`src/rtl/mem_arbiter.sv`:
```
// Two-requester arbiter for the unified memory port: IF fetches and MEM loads/stores
// are serialised, held for WAIT_CYCLES cycles, and acknowledged with a one-cycle pulse.
module mem_arbiter #(
    parameter int ADDR_W      = 32,
    parameter int DATA_W      = 32,
    parameter int SEL_W       = 4,
    parameter int WAIT_CYCLES = 1,
    parameter int MAX_DM_RUN  = 4
) (
    input  logic              clk,
    input  logic              rst,
    input  logic              if_req_i,
    input  logic [ADDR_W-1:0] if_addr_i,
    output logic [DATA_W-1:0] if_data_o,
    output logic              if_ack_o,
    input  logic              dm_req_i,
    input  logic              dm_we_i,
    input  logic [ADDR_W-1:0] dm_addr_i,
    input  logic [DATA_W-1:0] dm_data_i,
    input  logic [SEL_W-1:0]  dm_sel_i,
    output logic [DATA_W-1:0] dm_data_o,
    output logic              dm_ack_o,
    output logic              stall_o,
    output logic              mem_ce_o,
    output logic              mem_we_o,
    output logic [ADDR_W-1:0] mem_addr_o,
    output logic [DATA_W-1:0] mem_data_o,
    output logic [SEL_W-1:0]  mem_sel_o,
    input  logic [DATA_W-1:0] mem_data_i
);
    localparam int CNT_W = (WAIT_CYCLES > 1) ? $clog2(WAIT_CYCLES) : 1;
    localparam int RUN_W = $clog2(MAX_DM_RUN + 1);

    typedef enum logic [1:0] {IDLE, GNT_IF, GNT_DM, DONE} state_t;

    state_t             state_reg, state_next;
    logic               owner_dm_reg;
    logic [CNT_W-1:0]   cnt_reg;
    logic [RUN_W-1:0]   dm_run_reg;
    logic [ADDR_W-1:0]  req_addr_reg;
    logic [DATA_W-1:0]  req_data_reg;
    logic               req_we_reg;
    logic [SEL_W-1:0]   req_sel_reg;
    logic [DATA_W-1:0]  if_rdata_reg;
    logic [DATA_W-1:0]  dm_rdata_reg;

    logic grant_if, grant_dm, last_beat, in_gnt;

    assign last_beat = (cnt_reg == CNT_W'(WAIT_CYCLES - 1));
    assign in_gnt    = (state_reg == GNT_IF) || (state_reg == GNT_DM);
    assign stall_o   = (if_req_i & ~if_ack_o) | (dm_req_i & ~dm_ack_o);
    assign if_data_o = if_rdata_reg;
    assign dm_data_o = dm_rdata_reg;

    always_comb begin
        state_next = state_reg;
        grant_if   = 1'b0;
        grant_dm   = 1'b0;
        if_ack_o   = 1'b0;
        dm_ack_o   = 1'b0;
        mem_ce_o   = 1'b0;
        mem_we_o   = 1'b0;
        mem_addr_o = '0;
        mem_data_o = '0;
        mem_sel_o  = '0;
        case (state_reg)
            IDLE: begin
                // DM wins ties unless it has used up its run while IF waits
                if (dm_req_i && !(if_req_i && dm_run_reg == RUN_W'(MAX_DM_RUN))) begin
                    grant_dm   = 1'b1;
                    state_next = GNT_DM;
                end else if (if_req_i) begin
                    grant_if   = 1'b1;
                    state_next = GNT_IF;
                end
            end
            GNT_IF: begin
                mem_ce_o   = 1'b1;
                mem_addr_o = req_addr_reg;
                mem_data_o = req_data_reg;
                if (last_beat) state_next = DONE;
            end
            GNT_DM: begin
                mem_ce_o   = 1'b1;
                mem_we_o   = req_we_reg;
                mem_addr_o = req_addr_reg;
                mem_data_o = req_data_reg;
                mem_sel_o  = req_we_reg ? req_sel_reg : '0;
                if (last_beat) state_next = DONE;
            end
            DONE: begin
                if_ack_o   = ~owner_dm_reg;
                dm_ack_o   = owner_dm_reg;
                state_next = IDLE;
            end
            default: state_next = IDLE;
        endcase
    end

    always_ff @(posedge clk) begin
        if (rst) begin
            state_reg    <= IDLE;
            owner_dm_reg <= 1'b0;
            cnt_reg      <= '0;
            dm_run_reg   <= '0;
            req_addr_reg <= '0;
            req_data_reg <= '0;
            req_we_reg   <= 1'b0;
            req_sel_reg  <= '0;
            if_rdata_reg <= '0;
            dm_rdata_reg <= '0;
        end else begin
            state_reg <= state_next;
            if (grant_dm || grant_if) begin
                owner_dm_reg <= grant_dm;
                req_addr_reg <= grant_dm ? dm_addr_i : if_addr_i;
                req_data_reg <= grant_dm ? dm_data_i : '0;
                req_we_reg   <= grant_dm & dm_we_i;
                req_sel_reg  <= grant_dm ? dm_sel_i : '0;
            end
            if (grant_dm) begin
                if (dm_run_reg != RUN_W'(MAX_DM_RUN)) dm_run_reg <= dm_run_reg + RUN_W'(1);
            end else if (grant_if) begin
                dm_run_reg <= '0;
            end
            if (in_gnt) cnt_reg <= last_beat ? '0 : cnt_reg + CNT_W'(1);
            if (state_reg == GNT_IF && last_beat) if_rdata_reg <= mem_data_i;
            // stores leave the load data register untouched
            if (state_reg == GNT_DM && last_beat && !req_we_reg) dm_rdata_reg <= mem_data_i;
        end
    end
endmodule

```
`config.mk`:
```
export PLATFORM = sky130hd
export DESIGN_NAME = mem_arbiter
export DESIGN_NICKNAME = d
export VERILOG_FILES = /design/src/rtl/mem_arbiter.sv
export SDC_FILE = /design/constraint.sdc
export NUM_CORES = 1
export LEC_CHECK = 0
export ABC_AREA = 1
export BUFFER_PORTS_ARGS = -buffer_cell sky130_fd_sc_hd__buf_2
export CAP_MARGIN = 5
export CORE_MARGIN = 5
export CORE_UTILIZATION = 30
export CTS_CLUSTER_DIAMETER = 60
export DETAILED_ROUTE_END_ITERATION = 12
export GPL_TIMING_DRIVEN = 0
export MAX_ROUTING_LAYER = met4
export PLACE_DENSITY_LB_ADDON = 0.1
export SYNTH_ARGS = -nofsm -noshare
export SYNTH_HDL_FRONTEND = slang
export SYNTH_SLANG_ARGS = --single-unit
```
`constraint.sdc`:
```
create_clock -name clk -period 4.4 [get_ports clk]
set_input_delay 0.44 -clock clk [delete_from_list [all_inputs] [get_ports clk]]
set_output_delay 0.44 -clock clk [all_outputs]
set_load 0.05 [all_outputs]
```
==> results.md <==
Worst hold path:
- The worst hold path terminates at dm_data_o[13].
- Along the worst hold path, the cell count comes to 3.
- The path class of the lowest-slack min-delay path is input port to register.
- The worst hold path begins at mem_data_i[13].

Die:
- In this run the count of I/O pins placed on the die edge is 274.
- The number of rows in the core area is 52.
- The overall die width is 153 microns.
- The die covers 23,300 sq um.
- The initial standard-cell utilization of the core is 0.303.
- The floorplan step defined a core boundary enclosing 20,100 sq um.
- From bottom edge to top edge, the die measures 153 microns.

Finish:
- Summing all multi-input logic gate instances after layout gives 2600 sq um.
- The library cell used most frequently in the layout, excluding fill and tap cells, is sky130_fd_sc_hd__buf_2.
- With fillers left out, the area of the finished cells amounts to 8400 sq um.
- The ratio of cells with drive above 1 in the final layout is 0.298.
- The post-layout net count is 1,319.
- The finished layout holds 1,459 standard cells, fillers aside.
- The layout has 2,226 filler cells.
- From synthesis to final layout, the design area changed by 37.8%.
- Leaving out fill and tap cells, the most frequent cells in the layout are sky130_fd_sc_hd__buf_2 (285), sky130_fd_sc_hd__nand2_1 (235), sky130_fd_sc_hd__nor2_1 (141), sky130_fd_sc_hd__dfxtp_1 (139), sky130_fd_sc_hd__inv_1 (114).
- The repair_antennas step left the layout with diodes totalling 0.
- The sequential cells in the finished layout cover a total of 2780 sq um.

Synth:
- The sequential share of the synthesized area is 0.457.
- The Yosys step of the flow raised 0 warnings.
- The synthesized netlist contains 22 unique library cells.
- Of the total synthesized cell area, the portion taken by full adders, half adders and majority gates is 0.0123.
- Of the total synthesized cell area, the portion taken by XOR and XNOR cells is 0.00144.
- The complex-gate fraction of the synthesized area is 0.137.
- The post-synth design cell area is 6090 sq um.
- The multiplexer share of the synthesized area is 0.
- The cell count after synthesis came out at 885.
- The main combinational cell family by area after synthesis is simple AND/OR/NAND/NOR gates.
- A synthesized cell averages 6.89 sq um.
- Of the total synthesized cell area, the portion taken by AND, OR, NAND and NOR gates is 0.276.
- The number of nets handed over by synthesis was 1,028.
- The synthesized design contains 139 register bits.

Outcome:
- The run finished with clean final reports.

Clock network:
- The post-CTS repair timing setup buffer count is 0.
- The H-tree depth is 4.
- For the worst-skew pair, the clock arrives at the later sink with an insertion delay of 0.41 ns.
- In this run, CTS created clock tree buffers numbering 17.
- After clock tree synthesis, the flow added hold-fix buffers numbering 0.
- The clock sink count is 139.
- The root buffer cell is sky130_fd_sc_hd__clkbuf_16.
- The buffer levels on the longest clock path is 2.
- The clock slew at the register clock pins of the worst setup and hold paths is 0.07 ns.
- The TritonCTS clock tree is done.
- The post-cts gate resize count is 0.

Power:
- In this run the static leakage power is 4.85 nW.
- The ratio of total power to cell area is 543 nW/um^2.
- VDD sags by at most 0.256 mV.
- After layout, the design draws a total of 4.56 mW.

Timing:
- Adding up every negative setup slack in the final design gives 0 ns.
- At the pin with the least slew margin, the transition time is 0.698 ns.
- For this run, the top clock speed supported by timing is 316 MHz.
- Setup repair after global routing left no endpoint under its margin.
- The number of pins exceeding their max-slew limit in the final report is 0.
- The worst max-slew margin expressed relative to the limit is 0.535.
- For the finished layout, the period the worst path requires is 3.16 ns.
- Setup violations remaining at the end of the flow were counted as 0.
- The final hold violation count was 0.
- The part of the cycle the worst path needs is 0.718.
- The clock arrives with 0.00892 ns of skew.

Worst setup path:
- The slowest stage cell on the critical path is sky130_fd_sc_hd__clkbuf_1.
- Of all nets on the critical path, the largest fanout is 10.
- The worst setup path is of the register to output pin kind.
- In this run the register-to-register setup slack is 2.65 ns.
- The origin of the critical flop-to-flop path is state_reg[0].
- Data on the critical path is required at its endpoint by 3.96 ns.
- The critical path goes through inv_1 -> ha_1 -> clkbuf_1 -> clkbuf_1 -> nand2_1 -> inv_1 -> buf_2.
- In this run the critical register-to-register path is captured at dm_data_o[14].
- The critical path startpoint category is a register.
- On the worst path, the slowest cell contributes a delay of 0.48 ns.
- The number of cells on the worst reg-to-reg path is 8.
- The element type at the critical path end is an output pin.
- The data arrival time of the worst path is 2.72 ns.

Placed design:
- The HPWL reported at the end of detailed placement is 15,600 microns.
- The congestion estimate from routability-driven global placement came to 0.812.
- The number of placed instances, taps included, is 1,427.
- Summing all placed instances gives a cell area of 7790 sq um.
- The total of buffers placed on input and output ports is 272.

Global route:
- The number of global-route vias before repair is 5,985.
- The remaining global-route overflow is 0.
- The first-pass GRT wire length is 32,200 microns.
- The number of antenna violations at the first check in global routing was 0.
- The maximum number of pins on one net before global-route repair is 17.
- For this run, the total global-route usage over all layers was measured as 0.176.

Job:
- The number of maximum-capacitance violations is 0.

Detailed routing:
- Dividing the detail-routed wire length by the instance count gives 14.0 microns.
- The antenna violation net count after detailed routing is 0.
- The wire length reported by the detailed router is 20,500 microns.
- The routed via count divided by cell count is 4.32.
- Before antenna repair, the detailed router went through 4 iterations.
- The detailed router's first-iteration violation count is 281.
- Detailed routing inserted a total of 6,309 vias.
- For this run, design rule violations remaining after detail routing come to 0.
area by class of cell:
class | instances | share of cell area
Clock buffer | 20 | 0.0556
Sequential cell | 139 | 0.331
Buffer | 55 | 0.0326
Tap cell | 270 | 0.0402
Timing Repair Buffer | 272 | 0.162
Multi-Input combinational cell | 574 | 0.309
Inverter | 117 | 0.0523
Clock inverter | 12 | 0.0164
critical path: cells and delay by family, from the launching register on:
kind          cells  cell delay, ns
simple gates      1            0.12
flops             1            0.39
buf+inv           5            1.43
fa+ha+maj         1            0.37
per-layer routing:
metal | track usage | part of all wire | vias up | wire [microns]
li1 | - | - | 3289 | -
met1 | 0.234 | 0.48 | 2827 | 9820
met2 | 0.267 | 0.45 | 178 | 9190
met3 | 0.0474 | 0.062 | 15 | 1270
met4 | 0.0416 | 0.0091 | 0 | 187
met5 | - | 0 | - | 0
metrics by stage:
step | utilization | hold slack, ns | setup WS, ns
after floorplan | - | 0.444 | 1.98
after global placement | 0.388 | 0.453 | 1.58
after detailed placement | 0.388 | 0.455 | 1.58
after CTS | 0.418 | 0.244 | 1.12
after global routing | 0.418 | 0.251 | 0.988
final | 0.418 | 0.263 | 1.24
synth_stat cells (all sizes together):
cell,number,area share
nor2,141,0.087
dfxtp,139,0.46
buf,22,0.024
o21a,32,0.039
inv,117,0.072
ha,6,0.012
nand2,245,0.16
clkbuf,33,0.021
nand3,38,0.033
a31oi,1,0.0010
nand4,1,0.0010
xnor2,1,0.0014
o21ai,67,0.056
a21oi,42,0.041
kinds of logic after synthesis:
family | Yosys count
and+or+nand+nor | 425
buffers and inverters | 172
AOI/OAI and AO/OA | 142
DFF | 139
adders and majority gates | 6
xor gates and xnor gates | 1
power by group:
part           internal [mW]  switching [mW]
sequential              1.45          0.0899
clock                  0.886           0.581
combinational          0.396            1.16
total                   2.73            1.83
how the worst max path moves through the flow:
stage | slack [ns] | startpoint | endpoint | depth (start not counted)
2_1_floorplan | 1.98 | state_reg[0] | mem_addr_o[0] | 6
3_3_place_gp | 1.58 | state_reg[1] | mem_data_o[0] | 7
3_5_place_dp | 1.58 | state_reg[0] | mem_data_o[0] | 7
4_1_cts | 1.12 | state_reg[0] | mem_data_o[0] | 7
5_1_grt | 0.99 | state_reg[0] | mem_data_o[0] | 7
6_report | 1.24 | state_reg[1] | mem_data_o[0] | 7
(Power assumes the default switching activity.)
